File: src/rtl/ps2_disp_ctrl_pkg.sv
// Shared types, default prefix bytes and the keypress-count incrementer for the
// PS/2 keyboard to 7-segment display sequencer.
package ps2_disp_ctrl_pkg;

  typedef enum logic [1:0] {
    ST_IDLE  = 2'd0,
    ST_MAKE  = 2'd1,
    ST_BREAK = 2'd2
  } state_e;

  localparam logic [7:0] BREAK_CODE_DEF = 8'hF0;
  localparam logic [7:0] EXT_CODE_DEF   = 8'hE0;
  localparam bit         CNT_BCD_DEF    = 1'b1;

  // BCD mode wraps each nibble at 9 so the count reads 00..99 on two hex digits.
  function automatic logic [7:0] nextCount(input logic [7:0] cnt, input logic bcd);
    logic [7:0] res;
    res = cnt + 8'd1;
    if (bcd) begin
      if (cnt[3:0] >= 4'd9) begin
        res[3:0] = 4'd0;
        res[7:4] = (cnt[7:4] >= 4'd9) ? 4'd0 : (cnt[7:4] + 4'd1);
      end else begin
        res = {cnt[7:4], cnt[3:0] + 4'd1};
      end
    end
    return res;
  endfunction

endpackage

File: src/rtl/ps2_disp_ctrl_if.sv
// Bundle of the receive-FIFO handshake and the three 7-seg driver inputs.
// master = the sequencer, slave = the FIFO/display environment.
interface ps2_disp_ctrl_if;

  logic       ready;
  logic [7:0] data;
  logic       overflow;
  logic       nextdata_n;
  logic       disp_en;
  logic [7:0] code_byte;
  logic [7:0] ascii_byte;
  logic [7:0] count_byte;
  logic       ovf_flag;

  modport master (
    input  ready,
    input  data,
    input  overflow,
    output nextdata_n,
    output disp_en,
    output code_byte,
    output ascii_byte,
    output count_byte,
    output ovf_flag
  );

  modport slave (
    output ready,
    output data,
    output overflow,
    input  nextdata_n,
    input  disp_en,
    input  code_byte,
    input  ascii_byte,
    input  count_byte,
    input  ovf_flag
  );

endinterface

File: src/rtl/ps2_disp_ctrl_scancode_ascii.sv
// Combinational set-2 scan code to lowercase ASCII ROM; unmapped codes give 8'h00.
module scancode_ascii (
  input  logic [7:0] code_i,
  output logic [7:0] ascii_o
);

  always_comb begin
    ascii_o = 8'h00;
    case (code_i)
      8'h1C: ascii_o = 8'h61;
      8'h32: ascii_o = 8'h62;
      8'h21: ascii_o = 8'h63;
      8'h23: ascii_o = 8'h64;
      8'h24: ascii_o = 8'h65;
      8'h2B: ascii_o = 8'h66;
      8'h34: ascii_o = 8'h67;
      8'h33: ascii_o = 8'h68;
      8'h43: ascii_o = 8'h69;
      8'h3B: ascii_o = 8'h6A;
      8'h42: ascii_o = 8'h6B;
      8'h4B: ascii_o = 8'h6C;
      8'h3A: ascii_o = 8'h6D;
      8'h31: ascii_o = 8'h6E;
      8'h44: ascii_o = 8'h6F;
      8'h4D: ascii_o = 8'h70;
      8'h15: ascii_o = 8'h71;
      8'h2D: ascii_o = 8'h72;
      8'h1B: ascii_o = 8'h73;
      8'h2C: ascii_o = 8'h74;
      8'h3C: ascii_o = 8'h75;
      8'h2A: ascii_o = 8'h76;
      8'h1D: ascii_o = 8'h77;
      8'h22: ascii_o = 8'h78;
      8'h35: ascii_o = 8'h79;
      8'h1A: ascii_o = 8'h7A;
      8'h45: ascii_o = 8'h30;
      8'h16: ascii_o = 8'h31;
      8'h1E: ascii_o = 8'h32;
      8'h26: ascii_o = 8'h33;
      8'h25: ascii_o = 8'h34;
      8'h2E: ascii_o = 8'h35;
      8'h36: ascii_o = 8'h36;
      8'h3D: ascii_o = 8'h37;
      8'h3E: ascii_o = 8'h38;
      8'h46: ascii_o = 8'h39;
      // Whitespace and control keys map to their ASCII control characters.
      8'h29: ascii_o = 8'h20;
      8'h5A: ascii_o = 8'h0D;
      8'h66: ascii_o = 8'h08;
      8'h0D: ascii_o = 8'h09;
      8'h76: ascii_o = 8'h1B;
      8'h4E: ascii_o = 8'h2D;
      8'h55: ascii_o = 8'h3D;
      8'h41: ascii_o = 8'h2C;
      8'h49: ascii_o = 8'h2E;
      8'h4A: ascii_o = 8'h2F;
      8'h4C: ascii_o = 8'h3B;
      8'h52: ascii_o = 8'h27;
      8'h54: ascii_o = 8'h5B;
      8'h5B: ascii_o = 8'h5D;
      8'h5D: ascii_o = 8'h5C;
      8'h0E: ascii_o = 8'h60;
      default: ascii_o = 8'h00;
    endcase
  end

endmodule

File: src/rtl/ps2_disp_ctrl.sv
// Pops PS/2 scan-code bytes from the receive FIFO, tracks make/break/extended
// prefixes and drives the code, ASCII and keypress-count 7-seg displays.
module ps2_disp_ctrl
  import ps2_disp_ctrl_pkg::*;
#(
  parameter logic [7:0] BREAK_CODE = BREAK_CODE_DEF,
  parameter logic [7:0] EXT_CODE   = EXT_CODE_DEF,
  parameter bit         CNT_BCD    = CNT_BCD_DEF
) (
  input  logic            clk,
  input  logic            clrn,
  ps2_disp_ctrl_if.master bus
);

  state_e     state_q, state_d;
  logic [7:0] heldCode_q, heldCode_d;
  logic       heldValid_q, heldValid_d;
  logic [7:0] count_q, count_d;
  logic       pop_q, pop_d;
  logic       ovf_q, ovf_d;

  logic       dispEn_q;
  logic [7:0] codeByte_q;
  logic [7:0] asciiByte_q;
  logic [7:0] countByte_q;
  logic [7:0] asciiNext;

  scancode_ascii uRom (
    .code_i  (heldCode_q),
    .ascii_o (asciiNext)
  );

  // A pop is never issued in the cycle right after one, so the FIFO has a full
  // cycle to advance its head before ready is looked at again.
  always_comb begin
    state_d     = state_q;
    heldCode_d  = heldCode_q;
    heldValid_d = heldValid_q;
    count_d     = count_q;
    ovf_d       = ovf_q | bus.overflow;
    pop_d       = bus.ready & ~pop_q;

    if (pop_d && (bus.data != EXT_CODE)) begin
      case (state_q)
        ST_IDLE: begin
          if (bus.data == BREAK_CODE) begin
            state_d     = ST_BREAK;
            heldValid_d = 1'b0;
          end else begin
            state_d     = ST_MAKE;
            heldCode_d  = bus.data;
            heldValid_d = 1'b1;
            count_d     = nextCount(count_q, CNT_BCD);
          end
        end
        ST_MAKE: begin
          if (bus.data == BREAK_CODE) begin
            state_d = ST_BREAK;
          end else if (bus.data != heldCode_q) begin
            heldCode_d = bus.data;
            count_d    = nextCount(count_q, CNT_BCD);
          end
        end
        ST_BREAK: begin
          // Releasing some other key leaves the held key on the display.
          if (bus.data == BREAK_CODE) begin
            state_d = ST_BREAK;
          end else if (heldValid_q && (bus.data == heldCode_q)) begin
            state_d     = ST_IDLE;
            heldValid_d = 1'b0;
          end else begin
            state_d = heldValid_q ? ST_MAKE : ST_IDLE;
          end
        end
        default: begin
          state_d     = ST_IDLE;
          heldValid_d = 1'b0;
        end
      endcase
    end
  end

  // Byte processing lands on the pop edge; the display registers follow one
  // clock later so every driver input changes together.
  always_ff @(posedge clk or negedge clrn) begin
    if (!clrn) begin
      state_q     <= ST_IDLE;
      heldCode_q  <= 8'h00;
      heldValid_q <= 1'b0;
      count_q     <= 8'h00;
      pop_q       <= 1'b0;
      ovf_q       <= 1'b0;
      dispEn_q    <= 1'b0;
      codeByte_q  <= 8'h00;
      asciiByte_q <= 8'h00;
      countByte_q <= 8'h00;
    end else begin
      state_q     <= state_d;
      heldCode_q  <= heldCode_d;
      heldValid_q <= heldValid_d;
      count_q     <= count_d;
      pop_q       <= pop_d;
      ovf_q       <= ovf_d;
      dispEn_q    <= heldValid_q;
      codeByte_q  <= heldCode_q;
      asciiByte_q <= asciiNext;
      countByte_q <= count_q;
    end
  end

  assign bus.nextdata_n = ~pop_q;
  assign bus.disp_en    = dispEn_q;
  assign bus.code_byte  = codeByte_q;
  assign bus.ascii_byte = asciiByte_q;
  assign bus.count_byte = countByte_q;
  assign bus.ovf_flag   = ovf_q;

endmodule
File: src/flat_wrapper.sv
// flat-port wrapper written by rule: the top's interface ports become plain ports
module ps2_disp_ctrl_flat import ps2_disp_ctrl_pkg::*;
#(
  parameter logic [7:0] BREAK_CODE = BREAK_CODE_DEF,
  parameter logic [7:0] EXT_CODE   = EXT_CODE_DEF,
  parameter bit         CNT_BCD    = CNT_BCD_DEF
)
  (clk, clrn, bus_ready, bus_data, bus_overflow, bus_nextdata_n, bus_disp_en, bus_code_byte, bus_ascii_byte, bus_count_byte, bus_ovf_flag);
  ps2_disp_ctrl_if bus_i ();
  input  logic clk;
  input  logic clrn;
  input wire logic [$bits(bus_i.ready)-1:0] bus_ready;
  input wire logic [$bits(bus_i.data)-1:0] bus_data;
  input wire logic [$bits(bus_i.overflow)-1:0] bus_overflow;
  output wire logic [$bits(bus_i.nextdata_n)-1:0] bus_nextdata_n;
  output wire logic [$bits(bus_i.disp_en)-1:0] bus_disp_en;
  output wire logic [$bits(bus_i.code_byte)-1:0] bus_code_byte;
  output wire logic [$bits(bus_i.ascii_byte)-1:0] bus_ascii_byte;
  output wire logic [$bits(bus_i.count_byte)-1:0] bus_count_byte;
  output wire logic [$bits(bus_i.ovf_flag)-1:0] bus_ovf_flag;
  assign bus_i.ready = bus_ready;
  assign bus_i.data = bus_data;
  assign bus_i.overflow = bus_overflow;
  assign bus_nextdata_n = bus_i.nextdata_n;
  assign bus_disp_en = bus_i.disp_en;
  assign bus_code_byte = bus_i.code_byte;
  assign bus_ascii_byte = bus_i.ascii_byte;
  assign bus_count_byte = bus_i.count_byte;
  assign bus_ovf_flag = bus_i.ovf_flag;
  ps2_disp_ctrl #(.BREAK_CODE(BREAK_CODE), .EXT_CODE(EXT_CODE), .CNT_BCD(CNT_BCD)) u_core (.clk(clk), .clrn(clrn), .bus(bus_i));
endmodule
File: config.mk
export PLATFORM = sky130hd
export DESIGN_NAME = ps2_disp_ctrl_flat
export DESIGN_NICKNAME = d
export VERILOG_FILES = /design/src/rtl/ps2_disp_ctrl_pkg.sv /design/src/rtl/ps2_disp_ctrl_if.sv /design/src/rtl/ps2_disp_ctrl_scancode_ascii.sv /design/src/rtl/ps2_disp_ctrl.sv /design/src/flat_wrapper.sv
export SDC_FILE = /design/constraint.sdc
export NUM_CORES = 1
export LEC_CHECK = 0
export CORE_MARGIN = 5
export CORE_UTILIZATION = 43
export DETAILED_ROUTE_END_ITERATION = 7
export MAX_ROUTING_LAYER = met4
export PLACE_DENSITY = 0.62
export SKIP_CTS_REPAIR_TIMING = 1
export SLEW_MARGIN = 30
export SYNTH_ARGS = -nofsm -noshare
export SYNTH_HDL_FRONTEND = slang
export SYNTH_SLANG_ARGS = --single-unit
File: constraint.sdc
create_clock -name clk -period 2.7 [get_ports clk]
set_input_delay 0.81 -clock clk [delete_from_list [all_inputs] [get_ports clk]]
set_output_delay 0.81 -clock clk [all_outputs]
set_load 0.02 [all_outputs]
==> impl_results.md <==
* Gr usage total at 17.72%
* RSZ-0062 raised after global routing: false
* CP max stage cell: or4b_4
* R2r setup slk at 490 ps
* CTS tree: done
* Layout Nets at roughly 370
* Outcome: complete, no violations
* Crit. Startpoint: bus_data[1]
* Synthesized Nets at around 330
* Leakage power at ~1.4 nW
* Root buf cell: clkbuf_8
* Vias in the first global route at roughly 2,300
* Synthesis-stage register bit count at 45
* Die width at 90.14 um
* Max-cap violations at 0
* Crit path required time at ~2900 ps
* Worst Setup EP: u_core.heldValid_q
* Core area at 0.006314 mm2
* IO buf count at 37
* Crit path kind: in -> reg
* ANT nets after route at 0
* Worst reg2reg startpoint: u_core.heldCode_q[1]
* Crit path capture type: register
* CP Launch Type: input pin
* Most common cell after layout, fill and taps aside: dfrtp_1
* Share of cells above drive strength 1 at between 10% and 20%
* Worst skew pair latency at about 280 ps
* Fmax at about 400 MHz
* Critical-path maximum fanout at 3
* Max Transition Viols Final at 0
* Unique masters post-synth at 65
* Routed WL at 6891 um
* Peak supply drop at around 0.00043 V
* Antenna Cells at 0
* Grt total ovfl at 0
* DR vias/cell at 5.780
* HPWL after DPL at 4982 um
* Hold Crit Start: u_core.heldValid_q
* Row count at 29
* Top FF cell, synth: dfrtp_1
* Mapped Area at about 0.0028 mm2
* Die Y at 90.14 um
* Final setup fails at 0
* First-pass GRT wire length at around 12,000 um
* Number of synthesized flops with an enable pin at 0
* DRC at 0
* Initial antenna violation count at 0
* P&R area growth vs syn at 22.11%
* CTS max path bufs at 2
* Pre-antenna DRT Iters at 4
* WP data arrival at 2690 ps
* Io pins at 39
* Final Hold Vio Count at 0
* Seq/Total Area, Yosys at between 40% and 50%
* Fin crit share at around 94%
* Worst-path clk slew at 80 ps
* Clock Skew at 5.191 ps
* Avg Cell Area, Syn at 9.205 um2
* Pwr per Cell Area at roughly 870 mW/mm2
* Pwr Total at 0.002918 W
* WL/cell at 16.49 um
* Slew @ Worst Pin at between 500 and 600 ps
* Minimum clock period at roughly 2500 ps
* RR Endpoint: u_core.bus.ascii_byte[2]
* Final RePlAce weighted congestion at slightly above 0.9
* Post-route insts no fill at about 420
* Starting density of the core at about 44%
* CTS HTree Levels at 2
* Area after DPL at about 0.0033 mm2
* DRT iter0 DRCs at between 100 and 150
* Crit path cell chain: clkdlybuf4s50_1, or4b_4, buf_4, o21ai_0, nor2_1, a211oi_1, o32ai_1
* Dpl cells at slightly above 400
* Synth async-reset ratio at 100.0%
* Hold depth at 0
* Clock sink count at 45
* Post-Synthesis Cells at 300
* Slew Limit Headroom at 65.86%
* Total number of vias at 2,416
* Reg2Reg Depth at 7
* Hold Crit Class: reg -> reg
* Largest net degree at the start of global routing at 44
* Most frequent cells in the layout: dfrtp_1, clkdlybuf4s50_1, nand2_1
* Final Cell Area at about 0.0034 mm2
* Full die area at between 0.008 and 0.009 mm2
* Fin util at between 50 and 60%
* Total CTS buffers at 5
* Yosys warning count at 0
* Slowest cell delay on critical path at between 500 and 600 ps
state kept, by name, summed over array words and instances (netlist names):
name	flops
u_core.bus.code_byte	8
u_core.bus.disp_en	1
u_core.bus.ovf_flag	1
u_core.heldValid_q	1
u_core.heldCode_q	8
u_core.count_q	8
u_core.bus.ascii_byte	7
u_core.state_q	2
u_core.bus.count_byte	8
u_core.pop_q	1
cell usage after synthesis, drive strengths merged, types with 2 or more instances:
cell	n	area share, %
o311a	2	0.72
nand2	25	3.4
a221oi	2	0.63
o31ai	5	1.4
or4	2	0.54
dfrtp	45	41
mux2	4	1.9
ha	14	6.3
nand3b	2	0.54
o2111ai	5	1.6
and2	4	1.0
o32ai	2	0.63
o21ai	21	3.8
or2	2	0.45
a31oi	7	1.8
a21oi	17	3.1
nand3	4	0.72
nor2b	5	1.1
a211oi	2	0.54
and3	2	0.45
nand2b	8	1.8
clkbuf	9	1.2
a21o	2	0.54
inv	13	1.8
o211ai	5	1.5
o311ai	2	0.63
buf	14	3.0
a2bb2oi	2	0.63
nor4	5	1.4
a311oi	2	0.63
nor2	24	3.3
a2111oi	2	0.63
nor3	8	1.4
xor2	8	2.5
nand4	3	0.68
worst min-delay path by stage:
stage	endpoint
floorplan	u_core.bus.code_byte[3]
global placement	u_core.bus.disp_en
detailed placement	u_core.bus.disp_en
CTS	u_core.bus.disp_en
global route	u_core.bus.count_byte[5]
finish	u_core.bus.disp_en
layout make-up:
| type | instances | area [um2] |
|---|---|---|
| fill | 589 | 2942 |
| timing repair buffer | 57 | 528.0 |
| inverter | 13 | 48.80 |
| clock inverter | 2 | 35.03 |
| tap | 77 | 96.34 |
| multi-input combinational | 219 | 1469 |
| sequential | 45 | 1126 |
| clock buffer | 5 | 68.82 |
through the flow:
stage	setup TNS, ps	hold slack [ps]	setup WS (ps)
2_1_floorplan	0	348.7	508.1
3_3_place_gp	-179.4	402.8	-60.14
3_5_place_dp	-560.5	411.1	-98.22
4_1_cts	0	429.2	176.4
5_1_grt	0	439.7	45.23
6_report	0	430.5	171.6
kinds of logic after synthesis:
kind of cell | Yosys count | share of synthesized area (%)
and+or+nand+nor | 99 | 18.58
AOI/OAI and AO/OA | 91 | 23.02
DFF | 45 | 40.78
buffers and inverters | 36 | 6.026
adders and majority gates | 14 | 6.344
xor gates and xnor gates | 9 | 2.855
muxes | 5 | 2.266
other | 1 | 0.1358
worst max-delay path, delay by kind of cell:
kind	cells	cell delay, ps
simple gates	2	670
buf+inv	2	630
compound gates	3	570
per-layer routing:
metal	routed length, um	GRT usage [%]
met5	0	-
met4	137	6.328
met3	321	2.504
met2	3433	28.66
met1	2998	22.70
report_power, final:
part | internal (W) | switching [W]
clock network | 0.000269 | 0.000207
logic | 0.000612 | 0.000794
registers | 0.000879 | 0.000157
total | 0.00176 | 0.00116
No activity file was read; power rests on OpenSTA's default activity.
